### config.mk
export PLATFORM = sky130hd
export DESIGN_NAME = cpu_control_unit
export DESIGN_NICKNAME = d
export VERILOG_FILES = /design/src/rtl/cpu_pkg.sv /design/src/rtl/instr_decoder.sv /design/src/rtl/cpu_control_unit.sv
export SDC_FILE = /design/constraint.sdc
export NUM_CORES = 1
export LEC_CHECK = 0
export BUFFER_PORTS_ARGS = -buffer_cell sky130_fd_sc_hd__buf_2
export CORE_MARGIN = 2
export CORE_UTILIZATION = 50
export DETAILED_ROUTE_END_ITERATION = 7
export PLACE_DENSITY = 0.85
export SLEW_MARGIN = 10
export SYNTH_ARGS = -nofsm -noshare
export SYNTH_HDL_FRONTEND = slang
export SYNTH_SLANG_ARGS = --single-unit
### constraint.sdc
create_clock -name clk -period 2 [get_ports clk]
set_input_delay 0.2 -clock clk [delete_from_list [all_inputs] [get_ports clk]]
set_output_delay 0.2 -clock clk [all_outputs]
set_load 0.01 [all_outputs]
### src/rtl/cpu_pkg.sv
// Shared types for the 8-bit CPU control path: opcodes, controller states,
// jump conditions and instruction field positions.
package cpu_pkg;

  typedef enum logic [3:0] {
    OP_ADD = 4'h0,
    OP_SUB = 4'h1,
    OP_AND = 4'h2,
    OP_OR  = 4'h3,
    OP_XOR = 4'h4,
    OP_NOT = 4'h5,
    OP_INC = 4'h6,
    OP_DEC = 4'h7,
    OP_LDI = 4'h8,
    OP_JMP = 4'h9,
    OP_JZ  = 4'hA,
    OP_JC  = 4'hB,
    OP_NOP = 4'hC,
    OP_HLT = 4'hF
  } opcode_e;

  typedef enum logic [2:0] {
    ST_IDLE,
    ST_FETCH,
    ST_DECODE,
    ST_EXECUTE,
    ST_WRITEBACK,
    ST_HALT
  } ctrl_state_e;

  typedef enum logic [1:0] {
    JC_ALWAYS,
    JC_ZERO,
    JC_CARRY
  } jmp_cond_e;

  localparam int OPC_MSB = 15;
  localparam int OPC_LSB = 12;
  localparam int RD_MSB  = 11;
  localparam int RD_LSB  = 10;
  localparam int RS1_MSB = 9;
  localparam int RS1_LSB = 8;
  localparam int RS2_MSB = 7;
  localparam int RS2_LSB = 6;
  localparam int IMM_MSB = 7;
  localparam int IMM_LSB = 0;

endpackage

### src/rtl/instr_decoder.sv
// Combinational opcode classifier; 1101 and 1110 fall through to illegal.
module instr_decoder
  import cpu_pkg::*;
(
  input  opcode_e   opcode,
  output logic      is_alu,
  output logic      is_ldi,
  output logic      is_jmp,
  output jmp_cond_e jmp_cond,
  output logic      is_halt,
  output logic      is_illegal
);

  always_comb begin
    is_alu     = 1'b0;
    is_ldi     = 1'b0;
    is_jmp     = 1'b0;
    jmp_cond   = JC_ALWAYS;
    is_halt    = 1'b0;
    is_illegal = 1'b0;
    case (opcode)
      OP_ADD, OP_SUB, OP_AND, OP_OR,
      OP_XOR, OP_NOT, OP_INC, OP_DEC: is_alu = 1'b1;
      OP_LDI: is_ldi = 1'b1;
      OP_JMP: is_jmp = 1'b1;
      OP_JZ: begin
        is_jmp   = 1'b1;
        jmp_cond = JC_ZERO;
      end
      OP_JC: begin
        is_jmp   = 1'b1;
        jmp_cond = JC_CARRY;
      end
      OP_NOP: ;
      OP_HLT: is_halt = 1'b1;
      default: is_illegal = 1'b1;
    endcase
  end

endmodule

### src/rtl/cpu_control_unit.sv
// Multi-cycle FETCH/DECODE/EXECUTE/WRITEBACK controller owning PC, instruction
// register and the Z/C flags; ALU and register file live outside.
module cpu_control_unit
  import cpu_pkg::*;
#(
  parameter logic [7:0] RESET_PC = 8'h00
) (
  input  logic        clk,
  input  logic        rst_n,
  input  logic        run,
  output logic        imem_req,
  output logic [7:0]  imem_addr,
  input  logic        imem_ack,
  input  logic [15:0] imem_data,
  output logic [3:0]  alu_op,
  input  logic        alu_zero,
  input  logic        alu_carry,
  output logic [1:0]  rf_ra,
  output logic [1:0]  rf_rb,
  output logic [1:0]  rf_wa,
  output logic        rf_we,
  output logic        rf_wsrc,
  output logic [7:0]  imm,
  output logic        flag_z,
  output logic        flag_c,
  output logic        halted,
  output logic        illegal
);

  ctrl_state_e state_q, state_d;
  logic [7:0]  pc_q, pc_d;
  logic [15:0] ir_q, ir_d;
  logic        flag_z_q, flag_z_d;
  logic        flag_c_q, flag_c_d;
  logic        illegal_q, illegal_d;

  logic        is_alu, is_ldi, is_jmp, is_halt, is_illegal;
  jmp_cond_e   jmp_cond;
  logic        jmp_taken;

  instr_decoder u_decoder (
    .opcode     (opcode_e'(ir_q[OPC_MSB:OPC_LSB])),
    .is_alu     (is_alu),
    .is_ldi     (is_ldi),
    .is_jmp     (is_jmp),
    .jmp_cond   (jmp_cond),
    .is_halt    (is_halt),
    .is_illegal (is_illegal)
  );

  always_ff @(posedge clk or negedge rst_n) begin
    if (!rst_n) begin
      state_q   <= ST_IDLE;
      pc_q      <= RESET_PC;
      ir_q      <= '0;
      flag_z_q  <= 1'b0;
      flag_c_q  <= 1'b0;
      illegal_q <= 1'b0;
    end else begin
      state_q   <= state_d;
      pc_q      <= pc_d;
      ir_q      <= ir_d;
      flag_z_q  <= flag_z_d;
      flag_c_q  <= flag_c_d;
      illegal_q <= illegal_d;
    end
  end

  // Branches use the flags held in the register, i.e. as they stood at EXECUTE entry.
  always_comb begin
    case (jmp_cond)
      JC_ALWAYS: jmp_taken = 1'b1;
      JC_ZERO:   jmp_taken = flag_z_q;
      JC_CARRY:  jmp_taken = flag_c_q;
      default:   jmp_taken = 1'b0;
    endcase
  end

  always_comb begin
    state_d   = state_q;
    pc_d      = pc_q;
    ir_d      = ir_q;
    flag_z_d  = flag_z_q;
    flag_c_d  = flag_c_q;
    illegal_d = illegal_q;
    case (state_q)
      ST_IDLE: if (run) state_d = ST_FETCH;
      ST_FETCH: begin
        if (imem_ack) begin
          ir_d    = imem_data;
          state_d = ST_DECODE;
        end
      end
      ST_DECODE: begin
        if (is_illegal) illegal_d = 1'b1;
        state_d = (is_halt || is_illegal) ? ST_HALT : ST_EXECUTE;
      end
      ST_EXECUTE: begin
        pc_d    = (is_jmp && jmp_taken) ? ir_q[IMM_MSB:IMM_LSB] : pc_q + 8'd1;
        state_d = (is_alu || is_ldi) ? ST_WRITEBACK : ST_FETCH;
      end
      ST_WRITEBACK: begin
        if (is_alu) begin
          flag_z_d = alu_zero;
          flag_c_d = alu_carry;
        end
        state_d = ST_FETCH;
      end
      ST_HALT: state_d = ST_HALT;
      default: state_d = ST_IDLE;
    endcase
  end

  always_comb begin
    logic in_exec;
    in_exec   = (state_q == ST_DECODE) || (state_q == ST_EXECUTE) || (state_q == ST_WRITEBACK);
    imem_req  = (state_q == ST_FETCH);
    imem_addr = pc_q;
    alu_op    = in_exec ? ir_q[OPC_MSB:OPC_LSB] : 4'd0;
    rf_ra     = in_exec ? ir_q[RS1_MSB:RS1_LSB] : 2'd0;
    rf_rb     = in_exec ? ir_q[RS2_MSB:RS2_LSB] : 2'd0;
    rf_wa     = ir_q[RD_MSB:RD_LSB];
    imm       = ir_q[IMM_MSB:IMM_LSB];
    rf_we     = (state_q == ST_WRITEBACK);
    rf_wsrc   = (state_q == ST_WRITEBACK) && is_ldi;
    flag_z    = flag_z_q;
    flag_c    = flag_c_q;
    halted    = (state_q == ST_HALT);
    illegal   = illegal_q;
  end

endmodule
==> flow_summary.yaml <==
floorplanning:
  num_rows: 20
  dieArea_sq_um: 3790
  core_sq_um: 3100
  start_util: 0.534
  die_w_microns: 61.6
  io_pins: 55
  die_h_microns: 61.6
detailed_routing:
  drc: 0
  wire_per_inst_microns: 14.0
  finalWirelength_microns: 3310
  drtPass1Iterations: 4
  num_vias: 1242
  ant_nets: 0
  initialDrtViolationCount: 61
  viasPerCell: 5.24
worst_setup_path:
  criticalPathCategory: "register to primary output"
  end_kind: "primary output"
  cp.required_ns: 1.80
  cp.arrival_ns: 1.60
  critPathMaxStageDelay_ns: 0.48
  critPathLaunchType: "register"
  path_cells: "and2b_1, nor2_2, nor2b_1, buf_2"
  slowest_stage: "dfrtp_1"
  cp_max_fo: 8
  cpLargestDelayFamily: "simple AND/OR/NAND/NOR gates"
  cp_num_buf_inv: 1
synth:
  netlist_instances: 147
  syn_area_sq_um: 1660
  synth_edf_count: 0
  synthFlopType: "dfrtp_1"
  synth_area_per_cell_sq_um: 11.3
  ys_top_cells_by_area: "dfrtp_1 (45%), mux2_4 (9.1%), mux2_2 (5.4%), buf_4 (4.5%), mux2i_1 (3.0%)"
  synth_seq_cells: 30
  postSynth.asyncResetShare: 1.00
  synth.top_cell.area_share: 0.453
  yosysUniqueCellTypes: 39
  synth_top_cell_by_area: "dfrtp_1"
  synth_common_cells: "dfrtp_1 (30), buf_4 (10), mux2_4 (10), nand2_1 (10)"
  ys_warn_count: 0
  syn-num-nets: 170
  synth_most_common_cell: "dfrtp_1"
  ys_seq_area_frac: 0.453
cts:
  cts_setup_buffers: 0
  clock-sinks: 30
  numCtsBuffers: 5
  cts_tree: "done"
  cts_max_level: 2
  path_clk_slew_ns: 0.10
  cts-root-buf: "clkbuf_4"
  clockBufferDepth: 2
  worst_skew_pair.late_latency_ns: 0.33
global_route:
  antenna_found_initial: 0
  grt_pass1_wl_microns: 5070
  grt_start_max_net_pins: 31
  grt_usage: 0.187
  overflow: 0
  grt_pass1_vias: 1073
power_and_ir_drop:
  seq_power_share: 0.401
  max-vdd-ir-drop_uv: 766
  power_frac_comb: 0.478
  p_total_uw: 3110
  p_leak_uw: 0.000954
  internal_power_uw: 1870
  switching_share: 0.399
  clkPwrFrac: 0.120
  powerDensity_nw_per_um2: 1630
  p_switching_uw: 1240
cells_and_area:
  layout-drive-gt1-share: 0.446
  area_growth_pct: 15.5
  diodes: 0
  final_area_sq_um: 1910
  num-nets-final: 215
sta:
  tightestPinTransition_ns: 0.670
  grt_setup_unrepaired: "no"
  finalCritPeriodShare: 0.898
  timing.fmax_mhz: 557
  period_needed_ns: 1.80
  final-setup-viol-count: 0
  slew_violations: 0
  fin_skew_ns: 0.0132
  max_slew_margin: 0.553
  tns_ns: 0
  hold_violations: 0
placed_design:
  place_area_sq_um: 1840
  hpwl_microns: 2380
  io_buffers: 54
  gp_congestion: 0.805
worst_hold_path:
  hold_path_class: "primary input to register"
run:
  cap_viol_max_count: 0
outcome:
  status: "finished, final reports clean"
-- registers in the layout, indices dropped and copies added (netlist names) --
signal,flops
ir_q,16
imem_addr,8
state_q,3
flag_c,1
flag_z,1
illegal,1
-- routing by layer --
layer | share of wire | vias to the layer above | GRT usage
li1 | - | 599 | -
met1 | 0.46 | 590 | 0.258
met2 | 0.46 | 49 | 0.281
met3 | 0.064 | 4 | 0.0609
met4 | 0.0081 | 0 | 0.0547
met5 | 0 | - | 0
-- power by group through the flow --
stage	registers (uW)	clock network, uW	logic, uW
final	1250	375	1490
after CTS	1250	389	1500
after floorplan	1210	0	1260
after global routing	1300	416	1650
after detailed placement	1250	0	1500
after global placement	1250	0	1460
-- metrics by stage --
stage / worst slack (ns) / hold slack [ns] / instances / utilization
floorplan: 0.446 / -0.0956 / 147 / -
global placement: 0.436 / 0.265 / 228 / 0.593
detailed placement: 0.386 / 0.269 / 228 / 0.593
CTS: 0.0408 / 0.0816 / 237 / 0.616
global route: 0.0635 / 0.0774 / 237 / 0.617
finish: 0.205 / 0.0922 / 237 / 0.617
-- cells in the final DEF, fill, tap and decap left out, types with 3 or more instances in the layout --
master	count
mux2_2	8
buf_2	54
mux2i_1	5
nand3_1	4
o21ai_0	5
a21oi_1	8
inv_1	3
nor2b_1	8
dfrtp_1	30
nor2_1	5
mux2_4	10
a2bb2oi_1	4
nand2_1	10
clkbuf_4	5
and2_1	4
-- worst register-to-register path, stage by stage (launching register included) --
cell and delay (ns):
dfrtp_1 0.47, nor2b_4 0.20, nor2b_4 0.14, and2_4 0.32, mux2_2 0.37
-- cell families after synthesis --
kind of cell	count (synthesis)	synth area share
flip-flops	30	0.453
AO/OA/AOI/OAI	26	0.104
multiplexers	23	0.175
buffers and inverters	20	0.0921
AND/OR/NAND/NOR	47	0.168
adder cells (fa/ha/maj)	1	0.00755
-- repair_timing --
action | CTS | global route
setup endpoints to repair | 0 | 8
hold buffers | 1 | 0
gates resized for setup | 0 | 1
endpoints found under the hold margin | 30 | 0
-- cell type report --
type                            instances  area (sq um)
Inverter                                3          11.3
Clock inverter                          1          5.00
Timing Repair Buffer                   55           280
Multi-Input combinational cell         97           756
Fill cell                             272          1190
Tap cell                               44          55.1
Sequential cell                        30           751
Clock buffer                            7          55.1
-- path summary, 6_finish.rpt --
kind | from | endpoint | slack (ns) | cells past startpoint
min in group asynchronous | rst_n | imem_addr[1] | 0.44 | 2
worst min-delay path | imem_data[1] | ir_q[1] | 0.09 | 2
worst max-delay path | state_q[2] | alu_op[0] | 0.20 | 4
worst max register to register | state_q[0] | ir_q[0] | 0.38 | 4
max in group asynchronous | rst_n | ir_q[8] | 1.12 | 2
worst min register to register | illegal | illegal | 0.48 | 1
No activity file was read; power rests on OpenSTA's default activity.
